### config.mk
export PLATFORM = sky130hd
export DESIGN_NAME = sync_fifo_param
export DESIGN_NICKNAME = d
export VERILOG_FILES = /design/src/rtl/sync_fifo_param.sv
export SDC_FILE = /design/constraint.sdc
export NUM_CORES = 1
export LEC_CHECK = 0
export CAP_MARGIN = 20
export CORE_AREA = 2 2 69 84
export CTS_BUF_LIST = sky130_fd_sc_hd__clkbuf_8
export CTS_CLUSTER_DIAMETER = 50
export CTS_CLUSTER_SIZE = 12
export DETAILED_ROUTE_END_ITERATION = 12
export DIE_AREA = 0 0 71 86
export SLEW_MARGIN = 25
export SYNTH_ARGS = -nofsm -noshare
export SYNTH_HDL_FRONTEND = slang
export SYNTH_SLANG_ARGS = --single-unit
### constraint.sdc
create_clock -name clk_i -period 3.3 [get_ports clk_i]
set_input_delay 0.495 -clock clk_i [delete_from_list [all_inputs] [get_ports clk_i]]
set_output_delay 0.495 -clock clk_i [all_outputs]
set_load 0.02 [all_outputs]
### src/rtl/sync_fifo_param.sv
// Single-clock circular FIFO using every slot, with an optional first-word-fall-through
// read port, an occupancy count, threshold flags and overflow/underflow pulses.
module sync_fifo_param #(
    parameter int DATA_W       = 8,
    parameter int FIFO_DEPTH_W = 2,
    parameter int FWFT         = 0,
    parameter int AFULL_THR    = 3,
    parameter int AEMPTY_THR   = 1,
    parameter int ID           = 0
) (
    input  logic                    clk_i,
    input  logic                    rst_i,
    input  logic                    wr_en_i,
    input  logic                    rd_en_i,
    input  logic [DATA_W-1:0]       data_i,
    output logic [DATA_W-1:0]       data_o,
    output logic                    full_o,
    output logic                    empty_o,
    output logic                    almost_full_o,
    output logic                    almost_empty_o,
    output logic [FIFO_DEPTH_W:0]   count_o,
    output logic                    overflow_o,
    output logic                    underflow_o
);

    localparam int AW    = FIFO_DEPTH_W;
    localparam int DEPTH = 1 << FIFO_DEPTH_W;
    localparam logic [AW:0] PTR_ONE  = (AW+1)'(1);
    localparam logic [AW:0] AFULL_C  = (AW+1)'(AFULL_THR);
    localparam logic [AW:0] AEMPTY_C = (AW+1)'(AEMPTY_THR);

    if (AFULL_THR < 1 || AFULL_THR > DEPTH || AEMPTY_THR < 0 || AEMPTY_THR > DEPTH - 1) begin : g_bad_thr
        $error("sync_fifo_param[%0d]: threshold out of range (AFULL_THR=%0d AEMPTY_THR=%0d)",
               ID, AFULL_THR, AEMPTY_THR);
    end

    logic [DATA_W-1:0] mem_q [DEPTH];
    logic [AW:0]       wr_ptr_q, wr_ptr_d;
    logic [AW:0]       rd_ptr_q, rd_ptr_d;
    logic              overflow_q, underflow_q;
    logic              rd_acc, wr_acc;
    logic [AW-1:0]     waddr, raddr;

    assign waddr = wr_ptr_q[AW-1:0];
    assign raddr = rd_ptr_q[AW-1:0];

    // Wrap bit distinguishes full from empty when the index bits coincide.
    assign empty_o        = (wr_ptr_q == rd_ptr_q);
    assign full_o         = (wr_ptr_q[AW] != rd_ptr_q[AW]) && (waddr == raddr);
    assign count_o        = wr_ptr_q - rd_ptr_q;
    assign almost_full_o  = (count_o >= AFULL_C);
    assign almost_empty_o = (count_o <= AEMPTY_C);
    assign overflow_o     = overflow_q;
    assign underflow_o    = underflow_q;

    assign rd_acc = rd_en_i & ~empty_o & ~rst_i;
    assign wr_acc = wr_en_i & (~full_o | rd_acc) & ~rst_i;

    always_comb begin
        wr_ptr_d = wr_ptr_q;
        rd_ptr_d = rd_ptr_q;
        if (wr_acc) wr_ptr_d = wr_ptr_q + PTR_ONE;
        if (rd_acc) rd_ptr_d = rd_ptr_q + PTR_ONE;
    end

    always_ff @(posedge clk_i) begin
        if (rst_i) begin
            wr_ptr_q    <= '0;
            rd_ptr_q    <= '0;
            overflow_q  <= 1'b0;
            underflow_q <= 1'b0;
        end else begin
            wr_ptr_q    <= wr_ptr_d;
            rd_ptr_q    <= rd_ptr_d;
            overflow_q  <= wr_en_i & ~wr_acc;
            underflow_q <= rd_en_i & ~rd_acc;
        end
    end

    always_ff @(posedge clk_i) begin
        if (wr_acc) mem_q[waddr] <= data_i;
    end

    if (FWFT != 0) begin : g_fwft
        assign data_o = empty_o ? '0 : mem_q[raddr];
    end else begin : g_reg
        logic [DATA_W-1:0] rdata_q;

        always_ff @(posedge clk_i) begin
            if (rst_i)       rdata_q <= '0;
            else if (rd_acc) rdata_q <= mem_q[raddr];
        end

        assign data_o = rdata_q;
    end

endmodule

# Word-level counts from Yosys, hierarchy flattened
# Memory sizes are Yosys's and may differ from the RTL's. A register that Yosys moved wholly into a read port is not among the register bits.
# Cells that the tools add are included.
dict set report classes {
  order_cmp 2
  add_sub_neg 3
  mux 2
  n_eq_ne 3
  reduce_logical 1
  bitwise_logic 12
}
# op count
set ops {}
lappend ops {{$add 3x1->3 const B} 2}
lappend ops {{$and 1x1->1} 6}
lappend ops {{$not 1->1} 5}
lappend ops {{$eq 3x3->1} 1}
lappend ops {{$ge 3x2->1 const B} 1}
lappend ops {{$le 3x1->1 const B} 1}
lappend ops {{$sub 3x3->3} 1}
lappend ops {{$eq 2x2->1} 1}
lappend ops {{$mux 1} 2}
lappend ops {{$logic_and 1x1->1} 1}
lappend ops {{$ne 1x1->1} 1}
lappend ops {{$or 1x1->1} 1}
dict set report word_totals {
  ff_bits 8
  input_bits 12
  out_inout_bits 17
  n_memories 1
  ramBits 32
  word_cells 28
}
# name words word_bits rd rd_ports_with_merged_regs write_ports line_no
set memory_table {}
lappend memory_table {mem_q 4 8 1 1 1 37} ;# logic [DATA_W-1:0] mem_q [DEPTH];

# Logic depth before layout (Yosys ltp)
# Gate-level depths: netlist of the first run.
dict set report depth {
  depth_word 9
  ltp_mapped 7
  mapped_depth_nobuf 6
}

# Worst setup path before layout of the first run
# OpenSTA, ideal clock, no wires.
dict set report synth_timing {
  kind {register to output}
  start {register rd_ptr_q[1]}
  end {output almost_full_o}
  t_arrival_ps 1877
  path_buffers 1
  slack_ps 928
  stages_incl_launch_ff 6
  t_required_ps 2805
  cell_sequence {dfxtp_1 -> clkbuf_1 -> inv_1 -> fa_1 -> xnor2_1 -> a21o_1}
}
dict set report synth_via {
  elab_chain_cells 2
}
# element line_no
set synth_lines {}
lappend synth_lines {{start: declaration} 39} ;# logic [AW:0] rd_ptr_q, rd_ptr_d;
lappend synth_lines {{start signal: assignment} 74} ;# rd_ptr_q <= rd_ptr_d;
lappend synth_lines {{$sub 3x3->3} 50} ;# assign count_o = wr_ptr_q - rd_ptr_q;
lappend synth_lines {{via count_o[2]} 21} ;# output logic [FIFO_DEPTH_W:0] count_o,
lappend synth_lines {{$ge 3x2->1} 51} ;# assign almost_full_o = (count_o >= AFULL_C);
lappend synth_lines {{end: declaration} 19} ;# output logic almost_full_o,
# The timed path passes the listed nets, and every way through them passes these cells.

# Final worst setup path of the first run
dict set report layout_timing {
  start {register wr_ptr_q[0]}
  end {output almost_full_o}
}
dict set report layout_via {
  elab_chain_cells 2
}
# element line_no
set layout_lines {}
lappend layout_lines {{start: declaration} 38} ;# logic [AW:0] wr_ptr_q, wr_ptr_d;
lappend layout_lines {{start signal: assignment} 73} ;# wr_ptr_q <= wr_ptr_d;
lappend layout_lines {{$sub 3x3->3} 50}
lappend layout_lines {{$ge 3x2->1} 51}
# No other way between the ends.

==> results of run 1 <==
## power breakdown
part | switching, mW | total [mW] | internal, mW
clock | 0.204 | 0.432 | 0.228
sequential | 0.0242 | 0.719 | 0.695
combinational | 0.274 | 0.536 | 0.262
## final cells by class
| cell class | count | area [um2] |
|---|---|---|
| clock buffer | 5 | 68.8 |
| clock inverter | 3 | 46.3 |
| fill | 463 | 2730 |
| inverter | 8 | 30.0 |
| multi-input combinational | 78 | 728 |
| sequential | 48 | 1280 |
| tap | 62 | 77.6 |
| timing repair buffer | 31 | 303 |
## stage by stage
step | total power, mW | area (um2) | cells | hold WS [ns] | worst slack, ns
after floorplan | 1.05 | 2060 | 139 | 0.519 | 0.928
after global placement | 1.26 | 2420 | 227 | 0.545 | 0.752
after detailed placement | 1.27 | 2420 | 227 | 0.548 | 0.702
after CTS | 1.71 | 2530 | 235 | 0.568 | 0.441
after global routing | 1.77 | 2530 | 235 | 0.589 | 0.321
final | 1.69 | 2530 | 235 | 0.563 | 0.481
## final timing paths
| check | endpoint | slack [ns] |
|---|---|---|
| setup / recovery | almost_full_o | 0.48 |
| hold / removal | rd_ptr_q[1] | 0.56 |
| setup reg to reg | mem_q[1][3] | 1.21 |
| hold reg to reg | rd_ptr_q[1] | 0.56 |
## state kept, by name (all words and copies together) (netlist names)
| register | flops |
|---|---|
| rd_ptr_q | 3 |
| data_o | 8 |
| overflow_o | 1 |
| wr_ptr_q | 3 |
| mem_q | 32 |
| underflow_o | 1 |
## critical path: cells and delay by family, from the launching register on
family                   cells  cell delay (ns)
flip-flops                   1             0.35
AO/OA/AOI/OAI                1             0.12
buffers and inverters        3             0.78
adder cells (fa/ha/maj)      2             0.53
XOR/XNOR                     1             0.25
## Yosys cell counts (all sizes together)
master    n
nand2     4
o31ai     1
and2      1
nand2b    1
nor2      7
fa        1
o31a      1
buf       2
edfxtp   32
a221o     8
a211o     1
dfxtp    16
ha        7
o2111ai   2
o311ai    2
mux2i     1
nor2b    19
inv       8
xnor2     2
a21boi    1
a21o      1
clkbuf    3
mux4      8
and3      4
and4      1
mux2      3
a21oi     1
xor2      1
## cell families after synthesis
| family | Yosys count |
|---|---|
| adders and majority gates | 8 |
| and+or+nand+nor | 37 |
| xor gates and xnor gates | 3 |
| buffers and inverters | 13 |
| DFF | 48 |
| AOI/OAI and AO/OA | 18 |
| muxes | 12 |
## layer usage
metal  vias up  wire length (um)  GRT usage [%]
li1        584                 -              -
met1       596              1720           17.1
met2        28              1910           21.6
met3         5               166           3.53
met4         0                46           5.66
met5         -                 0              0
==> run metrics, run 1 <==
RR Startpoint wr_ptr_q[0]; dpl hpwl 2870 um; Slew Viols, Final 0; Setup TNS Final 0 ns; Synth Area in Simple Gates 10.0%; GRT Residual Overflow 0; Achievable Freq 355 MHz; Hold Path Depth 2; Clock Tree Root clkbuf_8; slowest cell on the critical path clkdlybuf4s50_1; drt wl/cell 16.4 um; initial drt markers 105; final core occ 48.2%; XOR/XNOR Fraction of Synth Area 1.28%; largest net degree at the start of global routing 21; Syn Nets 159; DRC viols 0; Worst-Margin Slew 0.619 ns; yosys warns 0; Clock Skews 0.00704 ns; post-synthesis sequential area ratio 62.2%; Relative slew margins 58.7%; CTS tree built; Avg Inst Size Synth 14.8 um2; layout cells sized above 1 13.3%; CTS clk-pin slew, worst paths 0.09 ns; CP startpoint wr_ptr_q[0]; most common cell after layout, fill and taps aside edfxtp_1; CP dominant cell by count inv_1; vias post-DR 1213; Hold Buf Count CTS 0; Final setup viols 0; first-pass GRT wire length 6300 um; row cnt 29; WL final 3840 um; Port-buffer cells 28; Synth area leaders edfxtp_1, dfxtp_1, mux4_2; Yosys reg bits 48; status finished, final reports clean; Initial Utilization 39.2%; CP arrival 2.32 ns; Synth Instances 139; area grow syn2layout 23.0%; Mapped Area 2060 um2; clk_lat worst skew 0.30 ns; die span in x 71 um; compound-gate portion of the synthesized area 7.77%; Final Hold Vio Count 0; Hold Startpoint rd_ptr_q[1]; Critical Path Start Type register; CP endpoint kind output pin; period utilisation layout 85.4%; Max rail drop VDD 231 uV; H-Tree Depth 2; Critical Path Fanout Max 4; leak pwr 0.909 nW; vias in the first global route 1245; Clock Path Buffers 2; vias per cell 5.16; TritonCTS buffer count 5; setup bufs post-CTS 0; core area 5260 um2; die height 86 um; mux contribution to synthesized area 11.1%; clock sinks 48; die area 6110 um2; post-CTS resize count 0; Max Cap Viol 0; Synth cell types 30; antenna diode count 0; CP required 2.80 ns; RePlAce Congestion 0.726; Synth Area in Adders 5.22%; Antenna Violating Nets Remaining 0; Synth area leader edfxtp_1; most frequent cells in the layout edfxtp_1, clkdlybuf4s50_1, nor2b_1, dfxtp_1; initial antenna violation count 0; worst min path class register to register; RSZ-0062 raised after global routing no; First-pass DRT Iterations 4; io pins 29; reg2reg path depth 5; PD cells 666 nW/um2; min Tclk post-route 2.82 ns; ordered cell list for the critical path inv_1, ha_1, inv_1, fa_1, xnor2_1, a21o_1, clkdlybuf4s50_1; nets 192; Setup Crit Path Kind register to output pin; total track usage 13.4%; slowest stage delay, CP 0.60 ns; post-synth top area share 46.6%; largest family of logic cells by synthesized area multiplexers
Power figures use the tool's default switching activity.
==> inputs of run 2 (changes only) <==
- CORE_AREA: 2 2 69 84 -> 2 2 96 61
- DIE_AREA: 0 0 71 86 -> 0 0 98 63
==> run metrics, run 2 (synthesized netlist as in run 1, its figures left out) <==
status finished, final reports clean (unchanged); RSZ-0062 raised after global routing no (unchanged); Critical Path Start Type register (unchanged); CP endpoint kind output pin (unchanged); vias in the first global route 1084 (was 1245); WL final 3820 um (was 3840 um); TritonCTS buffer count 5 (unchanged); antenna diode count 0 (unchanged); period utilisation layout 85.4% (about the same); post-CTS resize count 0 (unchanged); initial antenna violation count 0 (unchanged); max FFs per register 32 (unchanged); Setup Crit Path Kind register to output pin (unchanged); Setup TNS Final 0 ns (unchanged); Port-buffer cells 28 (unchanged); initial drt markers 80 (was 105); die height 63 um (was 86 um); Clock Tree Root clkbuf_8 (unchanged); Final setup viols 0 (unchanged); die area 6170 um2 (was 6110 um2); Initial Utilization 38.6% (was 39.2%); Filler cells 451 (was 463); vias per cell 5.08 (was 5.16); PD cells 661 nW/um2 (was 666 nW/um2); row cnt 21 (was 29); io pins 29 (unchanged); CTS tree built (unchanged); Worst-Margin Slew 0.647 ns (was 0.619 ns); largest net degree at the start of global routing 21 (unchanged); setup bufs post-CTS 0 (unchanged); RePlAce Congestion 0.746 (was 0.726); DRC viols 0 (unchanged); H-Tree Depth 2 (unchanged); Achievable Freq 355 MHz (about the same); Clock Skews 0.00614 ns (was 0.00704 ns); Clock Path Buffers 2 (unchanged); Slew Viols, Final 0 (unchanged); Max Cap Viol 0 (unchanged); clock sinks 48 (unchanged); Relative slew margins 56.9% (was 58.7%); clk_lat worst skew 0.30 ns (about the same); core area 5330 um2 (was 5260 um2); PnR worst setup slack 0.483 ns (was 0.481 ns); CTS clk-pin slew, worst paths 0.09 ns (about the same); worst min path class register to register (unchanged); Critical Path Fanout Max 4 (unchanged); dpl hpwl 2830 um (was 2870 um); min Tclk post-route 2.82 ns (about the same); most common cell after layout, fill and taps aside edfxtp_1 (unchanged); nets 192 (unchanged); CP arrival 2.32 ns (about the same); die span in x 98 um (was 71 um); Max rail drop VDD 256 uV (was 231 uV); register bank with the most flops mem_q (unchanged); pre-CTS setup slack 0.673 ns (was 0.702 ns); area grow syn2layout 23.3% (was 23.0%); layout cells sized above 1 12.7% (was 13.3%); first-pass GRT wire length 5930 um (was 6300 um); drt wl/cell 15.8 um (was 16.4 um); leak pwr 0.910 nW (was 0.909 nW); Final Hold Vio Count 0 (unchanged); Antenna Violating Nets Remaining 0 (unchanged); GRT Residual Overflow 0 (unchanged); most frequent cells in the layout edfxtp_1, clkdlybuf4s50_1, nor2b_1, dfxtp_1 (unchanged); total track usage 12.9% (was 13.4%); vias post-DR 1229 (was 1213); Hold Buf Count CTS 0 (unchanged); CP required 2.80 ns (about the same); First-pass DRT Iterations 4 (unchanged)
-- run 2: changes by cell type in the layout (fill, tap and decap cells not counted) --
cell        delta
clkinv_1       +1
clkinv_4       +1
clkinvlp_4     -1
inv_6          -1
-- run 2: routing by layer --
metal	up-vias	share of wire [%]	GRT usage, %
met5	-	0	0
met4	0	1.2	5.21
met3	5	5.2	4.36
met2	36	42	17.0
met1	598	52	19.2
li1	590	-	-
-- run 2: through the flow --
stage / utilization (%) / hold WS, ns / cells / cell area [um2] / total power, mW
floorplan: - / 0.519 / 139 / 2060 / 1.05
global placement: 45.5 / 0.558 / 234 / 2430 / 1.27
detailed placement: 45.5 / 0.582 / 234 / 2430 / 1.28
CTS: 47.6 / 0.595 / 242 / 2540 / 1.70
global route: 47.6 / 0.637 / 242 / 2540 / 1.77
finish: 47.6 / 0.579 / 242 / 2540 / 1.68
-- run 2: area by class of cell --
type | count | area [um2] | share of cell area, %
clock inverter | 3 | 42.5 | 1.67
sequential | 48 | 1280 | 50.4
clock buffer | 5 | 68.8 | 2.71
multi-input combinational | 78 | 728 | 28.7
tap | 69 | 86.3 | 3.40
inverter | 8 | 30.0 | 1.18
timing repair buffer | 31 | 303 | 11.9
-- run 2: worst paths after layout --
check	cells after the start	from	end	slack (ns)
max	7	wr_ptr_q[0]	almost_full_o	0.48
max reg2reg	5	wr_ptr_q[0]	mem_q[0][5]	1.21
min	2	rd_ptr_q[1]	rd_ptr_q[1]	0.58
min reg2reg	2	rd_ptr_q[1]	rd_ptr_q[1]	0.58
-- run 2: worst max-delay path, stage by stage, from the launching register on --
cell and delay [ns]:
dfxtp_1 0.34, inv_1 0.14, ha_1 0.16, inv_1 0.05
fa_1 0.38, xnor2_1 0.24, a21o_1 0.12, clkdlybuf4s50_1 0.60
-- run 2: where the power goes --
part	switching (mW)	internal (mW)
combinational	0.281	0.261
clock	0.194	0.225
sequential	0.0251	0.695
